===== src/rtl/control_unit.sv =====
// Moore controller for a small load/store CPU. It sequences fetch, decode and
// execute, and decodes its datapath controls from the state register and IR.
module control_unit (
  input  logic        clk,
  input  logic        reset,
  input  logic [15:0] IR,
  output logic        PC_clr,
  output logic        PC_up,
  output logic        IR_ld,
  output logic [7:0]  D_addr,
  output logic        D_wr,
  output logic        RF_s,
  output logic [3:0]  RF_W_addr,
  output logic        RF_W_en,
  output logic [3:0]  RF_Ra_addr,
  output logic [3:0]  RF_Rb_addr,
  output logic [2:0]  ALU_s0,
  output logic        halted,
  output logic [3:0]  state
);

  typedef enum logic [3:0] {
    S_INIT   = 4'd0,
    S_FETCH  = 4'd1,
    S_DECODE = 4'd2,
    S_NOOP   = 4'd3,
    S_LOAD_A = 4'd4,
    S_LOAD_B = 4'd5,
    S_STORE  = 4'd6,
    S_ADD    = 4'd7,
    S_SUB    = 4'd8,
    S_HALT   = 4'd9
  } state_t;

  state_t cur;

  // State register; reset has priority over every transition, including HALT.
  always_ff @(posedge clk) begin
    if (reset) begin
      cur <= S_INIT;
    end else begin
      case (cur)
        S_INIT:   cur <= S_FETCH;
        S_FETCH:  cur <= S_DECODE;
        S_DECODE: begin
          case (IR[15:12])
            4'h0:    cur <= S_NOOP;
            4'h1:    cur <= S_STORE;
            4'h2:    cur <= S_LOAD_A;
            4'h3:    cur <= S_ADD;
            4'h4:    cur <= S_SUB;
            4'h5:    cur <= S_HALT;
            default: cur <= S_NOOP;
          endcase
        end
        S_LOAD_A: cur <= S_LOAD_B;
        S_NOOP,
        S_LOAD_B,
        S_STORE,
        S_ADD,
        S_SUB:    cur <= S_FETCH;
        S_HALT:   cur <= S_HALT;
        default:  cur <= S_INIT;
      endcase
    end
  end

  // Output decode from the registered state and the held instruction only.
  always_comb begin
    PC_clr     = 1'b0;
    PC_up      = 1'b0;
    IR_ld      = 1'b0;
    D_addr     = 8'h00;
    D_wr       = 1'b0;
    RF_s       = 1'b0;
    RF_W_addr  = 4'h0;
    RF_W_en    = 1'b0;
    RF_Ra_addr = 4'h0;
    RF_Rb_addr = 4'h0;
    ALU_s0     = 3'd0;
    halted     = 1'b0;
    case (cur)
      S_INIT: PC_clr = 1'b1;
      S_FETCH: begin
        IR_ld = 1'b1;
        PC_up = 1'b1;
      end
      // LOAD_A only presents the address, covering the synchronous read latency.
      S_LOAD_A: begin
        D_addr = IR[7:0];
        RF_s   = 1'b1;
      end
      S_LOAD_B: begin
        D_addr    = IR[7:0];
        RF_s      = 1'b1;
        RF_W_addr = IR[11:8];
        RF_W_en   = 1'b1;
      end
      S_STORE: begin
        D_addr     = IR[7:0];
        RF_Ra_addr = IR[11:8];
        D_wr       = 1'b1;
      end
      S_ADD, S_SUB: begin
        RF_Ra_addr = IR[11:8];
        RF_Rb_addr = IR[7:4];
        RF_W_addr  = IR[3:0];
        RF_W_en    = 1'b1;
        ALU_s0     = (cur == S_ADD) ? 3'd1 : 3'd2;
      end
      S_HALT: halted = 1'b1;
      default: ;
    endcase
  end

  assign state = cur;

endmodule


===== config.mk =====
export PLATFORM = sky130hd
export DESIGN_NAME = control_unit
export DESIGN_NICKNAME = d
export VERILOG_FILES = /design/src/rtl/control_unit.sv
export SDC_FILE = /design/constraint.sdc
export NUM_CORES = 1
export LEC_CHECK = 0
export BUFFER_PORTS_ARGS = -buffer_cell sky130_fd_sc_hd__clkbuf_2
export CORE_AREA = 2 2 47 49
export CTS_CLUSTER_SIZE = 20
export DETAILED_ROUTE_END_ITERATION = 10
export DIE_AREA = 0 0 49 51
export SYNTH_ARGS = -nofsm -noshare
export SYNTH_HDL_FRONTEND = slang
export SYNTH_SLANG_ARGS = --single-unit

===== constraint.sdc =====
create_clock -name clk -period 2.13 [get_ports clk]
set_input_delay 0.426 -clock clk [delete_from_list [all_inputs] [get_ports clk]]
set_output_delay 0.426 -clock clk [all_outputs]
set_load 0.01 [all_outputs]

After elaboration in Yosys (flattened, before gate mapping)

Index checks and enable logic that the tools add are counted.

Equal/unequal tests: 14
Mux-type cells: 14
Reduce and logical (&&, ||, !) cells: 7

Operator list:

| cell                                                | count |
|---|---|
| one-hot mux 4 bit (5 select lines)                  | 2 |
| equality test 4 x 3 -> 1 bit, second input constant | 6 |
| equality test 4 x 2 -> 1 bit, second input constant | 4 |
| OR reduction 3 bit                                  | 3 |
| equality test 4 x 1 -> 1 bit, second input constant | 2 |
| equality test 4 bit, second input constant          | 2 |
| 2-to-1 mux 4 bit                                    | 2 |
| 2-to-1 mux 8 bit                                    | 1 |
| one-hot mux 4 bit (2 select lines)                  | 1 |
| 2-to-1 mux 1 bit                                    | 6 |
| OR reduction 6 bit                                  | 1 |
| logical NOT 4 bit                                   | 1 |
| 2-to-1 mux 2 bit                                    | 2 |
| OR reduction 2 bit                                  | 2 |

Flip-flop bits (word level): 4
Input port bits: 18
Output and inout bits: 34
Logic and storage cells: 36

Longest topological paths before layout

Depth in word-level cells: 3
Mapped depth: 4

Worst setup path before layout

Ideal clock, no wire load.

Kind: reg2out
From: reg cur[3] (netlist: state[3])
To: out RF_Ra_addr[0]
Arrival time: 1.166 ns
Slack: 0.538 ns
Stages on the path, launching flop included: 4
Buffers on the path: 0
Cell sequence: dfxtp_1 nor4b_4 o21bai_1 and2_1

Cells in the longest elaborated chain, start to end: 3

RTL lines:

| element                                                                    | RTL line | source |
|---|---|---|
| start, declared                                                            | 35       | `state_t cur;` |
| start signal, assigned                                                     | 40       | `cur <= S_INIT;` |
| start signal, assigned                                                     | 43       | `S_INIT: cur <= S_FETCH;` |
| start signal, assigned                                                     | 44       | `S_FETCH: cur <= S_DECODE;` |
| equality test 4 x 3 -> 1 bit / equality test 4 bit (equally long branches) | 82       | `case (cur)` |
| OR reduction 3 bit (no line) (*)                                           | n/a      |  |
| 2-to-1 mux 4 bit (*)                                                       | 82       |  |
| end, declared                                                              | 15       | `output logic [3:0] RF_Ra_addr,` |

Every way passes the cells marked *; elsewhere a longest branch is shown, timed or not.

Worst setup path in the final report

From: reg cur[1] (netlist: state[1])
To: out RF_Ra_addr[1]

Same word-level chain as after synthesis.

==> results.tsv <==
metric	value	unit
Max-cap violations	0	
period utilization	0.941	
leading post-synthesis cells by cell area	dfxtp_1 14%, and2_1 13%, a32oi_1 7.9%, nor2b_1 6.7%, buf_4 5.4%	
Mapped Nets	94	
dpl cell area	821	um2
first-pass GRT wire length	2600	um
Die Height	51	um
fin util	0.411	
Critical Path Source Type	flip-flop	
Mapped Cells	76	
initial DRC count	13	
Detailed Route WL	1690	um
slowest stage delay, CP	540	ps
cell breakdown of the critical path	buf_4 > inv_2 > o21bai_1 > and2_1 > clkbuf_2	
Pre-antenna DRT Iters	4	
max-slew violation count	0	
clk sinks	4	
CP required	1700	ps
# diodes	0	
Arr. time, crit path	1580	ps
Cell variety after synth	32	
share of layout cells above drive strength 1	0.496	
Design Area, Final	848	um2
Final GP Congestion	0.848	
CTS root buffer	clkbuf_4	
Critical Path Fanout Max	9	
sw frac	0.355	
core area	2060	um2
Hold Fails Final Rpt	0	
nets@finish	145	
Area growth syn-to-layout	52.4	%
Overflow after GRT	0	
largest net degree at the start of global routing	15	
Routed wire per std cell	11.1	um
vias per cell	4.84	
# port buffers	50	
initial antenna violation count	0	
gr usage total	0.130	
DR vias	741	
CP max-delay cell	dfxtp_1	
Cell Pwr Density	354	nW/um2
Syn Std Cell Area	557	um2
sw power	0.107	mW
Final Skew	5.39	ps
Clock transition at path regs	40	ps
Synth area leader	dfxtp_1	
Top delay family on crit path	flip-flops	
Reg power frac	0.335	
row count	17	
clock latency on the worst-skew pair	240	ps
die outline width	49	um
Seq/Total Area, Yosys	0.144	
HP Class	input port to flip-flop	
setup violators final	0	
outcome	finished clean	
max FFs per register	4	
Worst Path Buf+Inv	3	
post-DP HPWL	1420	um
H-tree depth	1	
Syn. warnings	0	
Remaining DRCs	0	
CP Capture Type	output port	
vias in the first global route	599	
proportion of netlist area held by the largest area contributor	0.144	
clock buffer depth	2	
Mapped Avg Cell Area	7.33	um2
Crit Path Category	flip-flop to output port	
fin crit period	2000	ps
Combinational Power Share	0.355	
worst vdd ir	0.208	mV
Leakage	0.426	nW
num ports	52	
#FFs+latches synth	4	
Int Pwr	0.194	mW
initial cell density of the core	0.270	
Clk network pwr share	0.310	
CTS buffer count	3	
Post-DRT Antenna Nets	0	
CTS tree	built	
area of the die	2500	um2
maximum clock frequency	0.499	GHz
hold buffers post-CTS	0	
==> Yosys cell counts <==
| master | n |
|---|---|
| a21oi_1 | 1 |
| a22oi_1 | 1 |
| a311oi_1 | 2 |
| a32oi_1 | 5 |
| and2_1 | 12 |
| and2b_1 | 1 |
| and3b_1 | 2 |
| and4b_1 | 1 |
| buf_2 | 2 |
| buf_4 | 4 |
| clkbuf_1 | 1 |
| conb_1 | 1 |
| dfxtp_1 | 4 |
| inv_2 | 1 |
| nand2_1 | 4 |
| nand2b_1 | 3 |
| nor2_1 | 4 |
| nor2b_1 | 6 |
| nor3_1 | 3 |
| nor3b_1 | 1 |
| nor4_1 | 2 |
| nor4_2 | 1 |
| nor4b_1 | 1 |
| nor4b_4 | 1 |
| o21ai_0 | 1 |
| o21ai_1 | 5 |
| o21bai_1 | 1 |
| o31ai_1 | 1 |
| or2_1 | 1 |
| or2_2 | 1 |
| or3b_1 | 1 |
| xnor2_1 | 1 |
==> metal layers <==
metal  part of all wire  up-vias  routed length, um  track usage
li1                   -      373                  -            -
met1               0.41      315                691        0.154
met2               0.46       51                775        0.231
met3               0.12        2                204       0.0234
met4              0.012        0                 21       0.0571
met5                  0        -                  0            0
==> placed cells by master, fill, tap and decap left out, types with 2 or more instances in the layout <==
cell type   n
buf_4       3
nand2_1     4
nand2b_1    3
a311oi_1    2
a32oi_1     5
nor2b_1     6
clkbuf_2   50
clkbuf_4    3
and3b_1     2
nor2_1      4
nor4_1      2
nor3_1      3
dfxtp_1     3
o21ai_1     5
and2_1     12
==> per-stage QoR <==
| stage | TNS, ps | hold slack (ps) | setup WS (ps) | cells | total power [mW] |
|---|---|---|---|---|---|
| final | 0 | 417 | 125 | 153 | 0.301 |
| after global routing | -2.03 | 420 | -2.03 | 153 | 0.321 |
| after CTS | 0 | 414 | 38.8 | 153 | 0.304 |
| after detailed placement | 0 | 665 | 292 | 150 | 0.207 |
| after global placement | 0 | 665 | 309 | 150 | 0.206 |
| after floorplan | 0 | 498 | 538 | 76 | 0.163 |
==> cells by family after synthesis <==
| kind of cell | Yosys count | synth area share |
|---|---|---|
| compound gates | 17 | 0.213 |
| xor+xnor | 1 | 0.0157 |
| buf+inv | 8 | 0.0854 |
| flops | 4 | 0.144 |
| other cells | 1 | 0.00674 |
| simple gates | 45 | 0.535 |
==> power by group through the flow <==
stage / logic (mW) / registers (mW) / clock network, mW
after CTS: 0.108 / 0.0989 / 0.0974
after global routing: 0.119 / 0.103 / 0.0989
after detailed placement: 0.107 / 0.100 / 0
after floorplan: 0.0691 / 0.0935 / 0
final: 0.107 / 0.101 / 0.0933
after global placement: 0.106 / 0.0997 / 0
==> path summary, 6_finish.rpt <==
kind / startpoint / cells past startpoint / end / slack (ps)
setup / recovery: state[1] / 5 / RF_Ra_addr[1] / 130
hold reg to reg: state[0] / 1 / state[2] / 630
hold / removal: reset / 2 / state[2] / 420
setup reg to reg: state[1] / 4 / state[0] / 750
==> cell type report <==
class                           instances  area (um2)
Multi-Input combinational cell         64         433
Timing Repair Buffer                   53         273
Fill cell                             234        1210
Sequential cell                         4        81.3
Inverter                                1        3.75
Tap cell                               28        35.0
Clock buffer                            3        22.5
==> what timing repair did <==
| action | CTS | global route |
|---|---|---|
| resized for setup | 0 | 2 |
| setup buffers | 0 | 0 |
| endpoints found under the setup margin | 0 | 12 |
(Power assumes the default switching activity.)
